===== config.mk =====
export PLATFORM = sky130hd
export DESIGN_NAME = ps2_keyboard_port
export DESIGN_NICKNAME = d
export VERILOG_FILES = /design/src/rtl/ps2_pkg.sv /design/src/rtl/ps2_rx_frame.sv /design/src/rtl/ps2_keyboard_port.sv
export SDC_FILE = /design/constraint.sdc
export NUM_CORES = 1
export LEC_CHECK = 0
export CAP_MARGIN = 20
export CORE_MARGIN = 1
export CORE_UTILIZATION = 35
export DETAILED_ROUTE_END_ITERATION = 7
export PLACE_DENSITY = 0.5
export SLEW_MARGIN = 20
export SYNTH_ARGS = -nofsm -noshare
export SYNTH_HDL_FRONTEND = slang
export SYNTH_SLANG_ARGS = --single-unit

===== constraint.sdc =====
create_clock -name clk -period 8.2 [get_ports clk]
set_input_delay 1.64 -clock clk [delete_from_list [all_inputs] [get_ports clk]]
set_output_delay 1.64 -clock clk [all_outputs]
set_load 0.02 [all_outputs]

===== src/rtl/ps2_pkg.sv =====
// Shared definitions for the PS/2 keyboard port: status bit layout, port offsets,
// receive-frame state encoding and the frame parity rule.
package ps2_pkg;

    localparam int ST_NEMPTY = 0;
    localparam int ST_FULL   = 1;
    localparam int ST_OVF    = 2;
    localparam int ST_PERR   = 3;

    localparam logic [7:0] PORT_DATA_OFS   = 8'd0;
    localparam logic [7:0] PORT_STATUS_OFS = 8'd1;

    typedef enum logic [1:0] {
        IDLE,
        DATA,
        PARITY,
        STOP
    } rxStateT;

    // PS/2 uses odd parity: data bits plus parity bit must hold an odd number of ones.
    function automatic logic parityOk(input logic [7:0] data, input logic parityBit);
        return ^{data, parityBit};
    endfunction

endpackage


===== src/rtl/ps2_rx_frame.sv =====
// PS/2 frame receiver: synchronizes the pins, detects PS/2 clock falling edges and
// deserializes start/8 data/parity/stop, aborting a stalled frame after a timeout.
module ps2_rx_frame
    import ps2_pkg::*;
#(
    parameter int TIMEOUT_CYCLES = 50000
) (
    input  logic       clk,
    input  logic       reset,
    input  logic       ps2Clk,
    input  logic       ps2Data,
    output logic [7:0] rxByte,
    output logic       rxValid,
    output logic       perrPulse
);

    localparam int TW = $clog2(TIMEOUT_CYCLES + 1);

    logic [1:0]    clkSync;
    logic [1:0]    dataSync;
    logic          clkPrev;
    logic          fallEdge;
    logic          bitIn;
    logic          timeoutHit;
    rxStateT       state;
    rxStateT       stateNext;
    logic [2:0]    bitCnt;
    logic [7:0]    shiftReg;
    logic          parityBit;
    logic [TW-1:0] timeoutCnt;

    // NOTE: sequential state uses non-blocking <= so every flop samples pre-edge values.
    always_ff @(posedge clk) begin
        if (reset) begin
            clkSync  <= '0;
            dataSync <= '0;
            clkPrev  <= 1'b0;
        end else begin
            clkSync  <= {clkSync[0], ps2Clk};
            dataSync <= {dataSync[0], ps2Data};
            clkPrev  <= clkSync[1];
        end
    end

    assign fallEdge = clkPrev & ~clkSync[1];
    assign bitIn    = dataSync[1];
    assign rxByte   = shiftReg;

    always_ff @(posedge clk) begin
        if (reset) state <= IDLE;
        else       state <= stateNext;
    end

    // NOTE: every always_comb output gets a default first, so no path infers a latch.
    always_comb begin
        stateNext  = state;
        timeoutHit = (state != IDLE) && !fallEdge && (timeoutCnt == TW'(TIMEOUT_CYCLES - 1));
        if (timeoutHit) begin
            stateNext = IDLE;
        end else if (fallEdge) begin
            case (state)
                IDLE:    if (!bitIn) stateNext = DATA;
                DATA:    if (bitCnt == 3'd7) stateNext = PARITY;
                PARITY:  stateNext = STOP;
                STOP:    stateNext = IDLE;
                default: stateNext = IDLE;
            endcase
        end
    end

    always_ff @(posedge clk) begin
        if (reset) begin
            bitCnt     <= '0;
            shiftReg   <= '0;
            parityBit  <= 1'b0;
            timeoutCnt <= '0;
            rxValid    <= 1'b0;
            perrPulse  <= 1'b0;
        end else begin
            rxValid   <= 1'b0;
            perrPulse <= 1'b0;
            if (state == IDLE || fallEdge) timeoutCnt <= '0;
            else                           timeoutCnt <= timeoutCnt + TW'(1);
            if (fallEdge) begin
                case (state)
                    IDLE:   bitCnt <= '0;
                    DATA: begin
                        shiftReg <= {bitIn, shiftReg[7:1]};
                        bitCnt   <= bitCnt + 3'd1;
                    end
                    PARITY: parityBit <= bitIn;
                    STOP: begin
                        rxValid   <= parityOk(shiftReg, parityBit) && bitIn;
                        perrPulse <= !(parityOk(shiftReg, parityBit) && bitIn);
                    end
                    default: ;
                endcase
            end
        end
    end

endmodule


===== src/rtl/ps2_keyboard_port.sv =====
// kcpsm3 input-port peripheral: buffers received PS/2 scan codes in a FIFO and
// exposes a data port (pop) and a status port (flags, cleared on read).
module ps2_keyboard_port
    import ps2_pkg::*;
#(
    parameter logic [7:0] PORT_BASE       = 8'h01,
    parameter int         FIFO_DEPTH_LOG2 = 4,
    parameter int         TIMEOUT_CYCLES  = 50000
) (
    input  logic       clk,
    input  logic       reset,
    input  logic       ps2_clk,
    input  logic       ps2_data,
    input  logic [7:0] port_id,
    input  logic       read_strobe,
    output logic [7:0] in_port,
    output logic       rx_ready
);

    localparam int         DEPTH       = 1 << FIFO_DEPTH_LOG2;
    localparam int         CW          = FIFO_DEPTH_LOG2 + 1;
    localparam logic [7:0] DATA_PORT   = PORT_BASE + PORT_DATA_OFS;
    localparam logic [7:0] STATUS_PORT = PORT_BASE + PORT_STATUS_OFS;

    logic [7:0]                 rxByte;
    logic                       rxValid;
    logic                       perrPulse;
    logic [7:0]                 fifoMem [DEPTH];
    logic [FIFO_DEPTH_LOG2-1:0] wrPtr;
    logic [FIFO_DEPTH_LOG2-1:0] rdPtr;
    logic [CW-1:0]              count;
    logic [CW-1:0]              countNext;
    logic                       empty, full;
    logic                       doPush, doPop, dropByte, clearFlags;
    logic                       ovf, perr;
    logic [7:0]                 statusByte;
    logic [7:0]                 readMux;

    ps2_rx_frame #(
        .TIMEOUT_CYCLES(TIMEOUT_CYCLES)
    ) u_rx (
        .clk       (clk),
        .reset     (reset),
        .ps2Clk    (ps2_clk),
        .ps2Data   (ps2_data),
        .rxByte    (rxByte),
        .rxValid   (rxValid),
        .perrPulse (perrPulse)
    );

    assign empty      = (count == '0);
    assign full       = (count == CW'(DEPTH));
    assign doPop      = read_strobe && (port_id == DATA_PORT) && !empty;
    // A simultaneous pop frees a slot, so a full FIFO still accepts the byte.
    assign doPush     = rxValid && (!full || doPop);
    assign dropByte   = rxValid && full && !doPop;
    assign clearFlags = read_strobe && (port_id == STATUS_PORT);

    always_comb begin
        countNext = count;
        if (doPush && !doPop)      countNext = count + CW'(1);
        else if (doPop && !doPush) countNext = count - CW'(1);
    end

    always_comb begin
        statusByte            = '0;
        statusByte[ST_NEMPTY] = !empty;
        statusByte[ST_FULL]   = full;
        statusByte[ST_OVF]    = ovf;
        statusByte[ST_PERR]   = perr;
        readMux               = 8'h00;
        if (port_id == DATA_PORT)        readMux = fifoMem[rdPtr];
        else if (port_id == STATUS_PORT) readMux = statusByte;
    end

    always_ff @(posedge clk) begin
        if (reset) begin
            wrPtr    <= '0;
            rdPtr    <= '0;
            count    <= '0;
            rx_ready <= 1'b0;
            ovf      <= 1'b0;
            perr     <= 1'b0;
            in_port  <= 8'h00;
        end else begin
            if (doPush) wrPtr <= wrPtr + FIFO_DEPTH_LOG2'(1);
            if (doPop)  rdPtr <= rdPtr + FIFO_DEPTH_LOG2'(1);
            count    <= countNext;
            rx_ready <= (countNext != '0);
            // Set beats clear when both happen in the same cycle.
            ovf      <= (ovf && !clearFlags) || dropByte;
            perr     <= (perr && !clearFlags) || perrPulse;
            in_port  <= readMux;
        end
    end

    // NOTE: FIFO storage is deliberately not reset; pointers and count alone define valid entries.
    always_ff @(posedge clk) begin
        if (doPush) fifoMem[wrPtr] <= rxByte;
    end

endmodule

==> metrics list <==
- Final wirelength: between 15 and 20 mm
* Via count of the first global-routing pass: between 4000 and 5000
- RSZ-0062 raised after global routing: false
- The number of antenna violations at the first check in global routing was 0.
- ANT cells: 0
* Startpoint Class: primary input
- For this run the aggregate overflow at the end of global routing stands at 0.
- Counting instances, the worst hold path has a depth of 1.
- Input/output buffers: 21
* Number of endpoints failing setup at the final stage: 0
- Reg clk slew, reported paths: ~70 ps
* Pleak: ~2.8 nW
- For this design the ratio of total power to cell area is around 210 mW/mm^2.
- The cell count after synthesis came out at 540.
- The largest single stage delay on the critical path is between 800 and 900 ps.
* Total Nets Final: 583
* Crit path arrival time: ~4700 ps
- DR iter-0 viols: 358
* Number of core rows: 54
- The region available for standard cell placement spans ~0.022 mm^2.
* Worst-case hold path end point: u_rx.clkSync[1]$_SDFF_PP0_
* Buffer count from post-CTS setup fixing: 0
* Global routing met2 resource utilization: 24.9%
- The setup check on the worst reg-to-reg path leaves a slack of just over 5000 ps.
- The final count of hold timing violations came to 0.
- Worst setup EP type: flip-flop
* Number of levels in the clock H-tree: 4
- Clock latency on the worst-skew pair: between 400 and 500 ps
- From synthesis to final layout, the design area changed by 13.2%.
- Post-cts hold buffer count: 0
- Among all cell types in the netlist, the one instantiated most often is sky130_fd_sc_hd__edfxtp_1.
- The synthesized design contains ~190 register bits.
- Slew @ Worst Pin: 1050 ps
* Cell area after synthesis: around 0.0078 mm^2
- The number of gates resized after CTS was 0.
- Worst R2R End: fifoMem[1][5]$_DFFE_PP_
* Wire length per cell after detailed routing: roughly 20 um
- For the final routed database, the setup TNS stands at 0 ps.
- In the finished design, the share of the clock period the worst path needs comes to 55.9%.
- Data on the critical path is required at its endpoint by between 8000 and 9000 ps.
- Post-Layout Cell Count: between 800 and 900
- After synthesis, the netlist uses 52 different library cells.
- Clock tree synthesis found a total of approximately 190 sinks.
- Subtracting the final worst setup slack from the clock period gives approximately 4600 ps.
- Drt pass-1 iters: 5
- Headroom to the max-slew limit came out at just under 30%.
- Across the run, the number of max-cap violations was 0.
- Maximum number of pins on one net before global-route repair: 46
- Area share of the largest cell type after synthesis: between 40% and 50%
* Crit path max-delay cell type: sky130_fd_sc_hd__nor3_1
- Run status: complete, no violations
* Via-per-instance ratio: 5.23
- Including well taps, the total number of placed cells is 816.
- Number of enable-type register cells in the synthesized netlist: 128
- Gr busiest metal: met2
* Dpl hpwl: 10.7 mm
- Effective utilization at floorplan: approximately 36%
- Wire length of the first global-routing pass: between 20 and 30 mm
- The die covers about 0.023 mm^2.
- DRT antenna net count: 0
- Final routed DRC violation total: 0
- Achievable frequency: between 0.2 and 0.25 GHz
* Cell type with the largest total area after synthesis: sky130_fd_sc_hd__edfxtp_1
- The kind of cell with the highest combined delay along the critical path is simple AND/OR/NAND/NOR gates.
- Number of CTS-inserted buffers: 17
- Class of the tightest hold or removal check: reg -> reg
* Dominant cells by area after synthesis: sky130_fd_sc_hd__edfxtp_1, sky130_fd_sc_hd__dfxtp_1, sky130_fd_sc_hd__mux4_2
* RD Place Congestion: just under 0.8
- For this run, the leading register cell type out of synthesis is sky130_fd_sc_hd__edfxtp_1.
- During synthesis, Yosys emitted a total of 0 warnings.
- Of all nets on the critical path, the largest fanout is 8.
* Routing usage on met3: approximately 4.0%
- Cells fill just over 40% of the core in the end.
- The share of the Yosys chip area taken by registers is between 60% and 70%.
- The die is between 150 and 200 um wide.
* Fraction of synthesis flops using an asynchronous set or reset pin: 0%
- Commonest cells post-synth: sky130_fd_sc_hd__edfxtp_1, sky130_fd_sc_hd__dfxtp_1, sky130_fd_sc_hd__nor2_1
- The count of pins over their slew limit was 0.
* Met1 capacity usage during global routing: 22.2%
- Area of the multi-input gates: about 0.0025 mm^2
- Worst-case clock skew: 11.6 ps
- Worst Hold Launch: u_rx.clkSync[0]$_SDFF_PP0_
- Final worst hold slack: 440 ps
* DR vias: roughly 4400
- The tree is rooted in a sky130_fd_sc_hd__clkbuf_16.
- Top-Level Pins: 22
- Traced cell by cell, the critical path runs through clkdlybuf4s50_1 -> or4_4 -> o31ai_1 -> and2_0 -> nand2_1 -> nor3_1.
* Die Y-Extent: between 150 and 200 um
* CTS tree: yes
* Count of fill cells added during filler insertion: approximately 2100
* Worst path bufs/invs: 1
- Storage element area: roughly 0.0051 mm^2
* Share of post-route cells with drive strength above 1: between 10% and 20%
- Across the VDD grid, the largest voltage drop is 0.156 mV.
- Net count after synthesis: 568
- Worst R2R Start: count[0]$_SDFF_PP0_
- Global router's overall resource usage: between 10% and 20%
- For the worst flop-to-flop path, the logic depth is 8.
* Post-synthesis average cell area: roughly 15 um^2
* Path type of the worst setup path: in -> reg
* Maximum clock path buffer count: 2
where the power goes:
part | switching (mW) | total [mW] | internal, mW | leakage (nW)
logic | 0.00869 | 0.0160 | 0.00731 | 0.836
registers | 0.000667 | 1.03 | 1.02 | 1.71
clock network | 0.365 | 0.814 | 0.449 | 0.265
total | 0.374 | 1.86 | 1.48 | 2.81
stage by stage:
stage                     setup slack, ps  area (um^2)  total power [mW]
after floorplan                      4150         7840              1.06
after global placement               3310         8300              1.06
after detailed placement             3130         8300              1.06
after global routing                 3510         8870              1.91
after CTS                            3550         8860              1.87
final                                3620         8870              1.86
layout by cell type (no fill, tap or decap), drive strengths merged, types with 12 or more instances in the layout:
cell type | netlist | routed
a21oi | 23 | 23
clkbuf | 19 | 19
clkdlybuf4s50 | 0 | 20
dfxtp | 65 | 65
edfxtp | 128 | 128
ha | 15 | 15
inv | 11 | 14
mux2i | 12 | 12
mux4 | 33 | 33
nand2 | 39 | 39
nor2 | 49 | 49
nor2b | 15 | 15
xnor2 | 15 | 15
flip-flops by register name, indices dropped and copies added, names as in the netlist, 2 cells and up, named ones only:
name and cells:
u_rx.bitCnt 3, rdPtr 4, u_rx.state 2, u_rx.clkSync 2, wrPtr 4, count 5
fifoMem 128, u_rx.timeoutCnt 16, in_port 8, u_rx.rxByte 8, u_rx.dataSync 2
worst max path at each step:
stage	start	to	slack (ps)	cells past startpoint
finish	port_id[3]	fifoMem[1][5]$_DFFE_PP_	3620	6
global route	port_id[3]	fifoMem[1][0]$_DFFE_PP_	3510	6
CTS	port_id[3]	fifoMem[0][6]$_DFFE_PP_	3550	6
detailed placement	port_id[3]	fifoMem[0][6]$_DFFE_PP_	3130	6
global placement	port_id[3]	fifoMem[0][6]$_DFFE_PP_	3310	6
floorplan	port_id[3]	fifoMem[0][0]$_DFFE_PP_	4150	7
cells by family (layout without fill, tap and decap cells):
family                     after synthesis  in the layout  share of synthesized area (%)
DFF                                    193            193                           65.6
xor gates and xnor gates                27             27                           3.29
adders and majority gates               15             15                           2.39
AOI/OAI and AO/OA                       56             56                           4.82
buffers and inverters                   40             68                           2.19
muxes                                   45             45                           11.0
and+or+nand+nor                        164            164                           10.7
area by class of cell:
cell class                 count  area share [%]
tap                          280            3.95
clock inverter                13            1.52
timing repair buffer          25            2.65
sequential                   193            58.0
multi-input combinational    307            28.5
inverter                      11           0.465
clock buffer                  19            4.88
worst reg2reg max path, delay by kind of cell (launching register included):
family,cells,cell delay [ps]
and+or+nand+nor,4,1630
adders and majority gates,1,230
DFF,1,450
buffers and inverters,2,280
AOI/OAI and AO/OA,1,140
metal layers:
layer | up-vias | share of wire [%]
met5 | - | 0
met4 | 0 | 1.4
met3 | 16 | 5.4
met2 | 130 | 47
met1 | 2242 | 46
li1 | 2050 | -
Power figures use the tool's default switching activity.
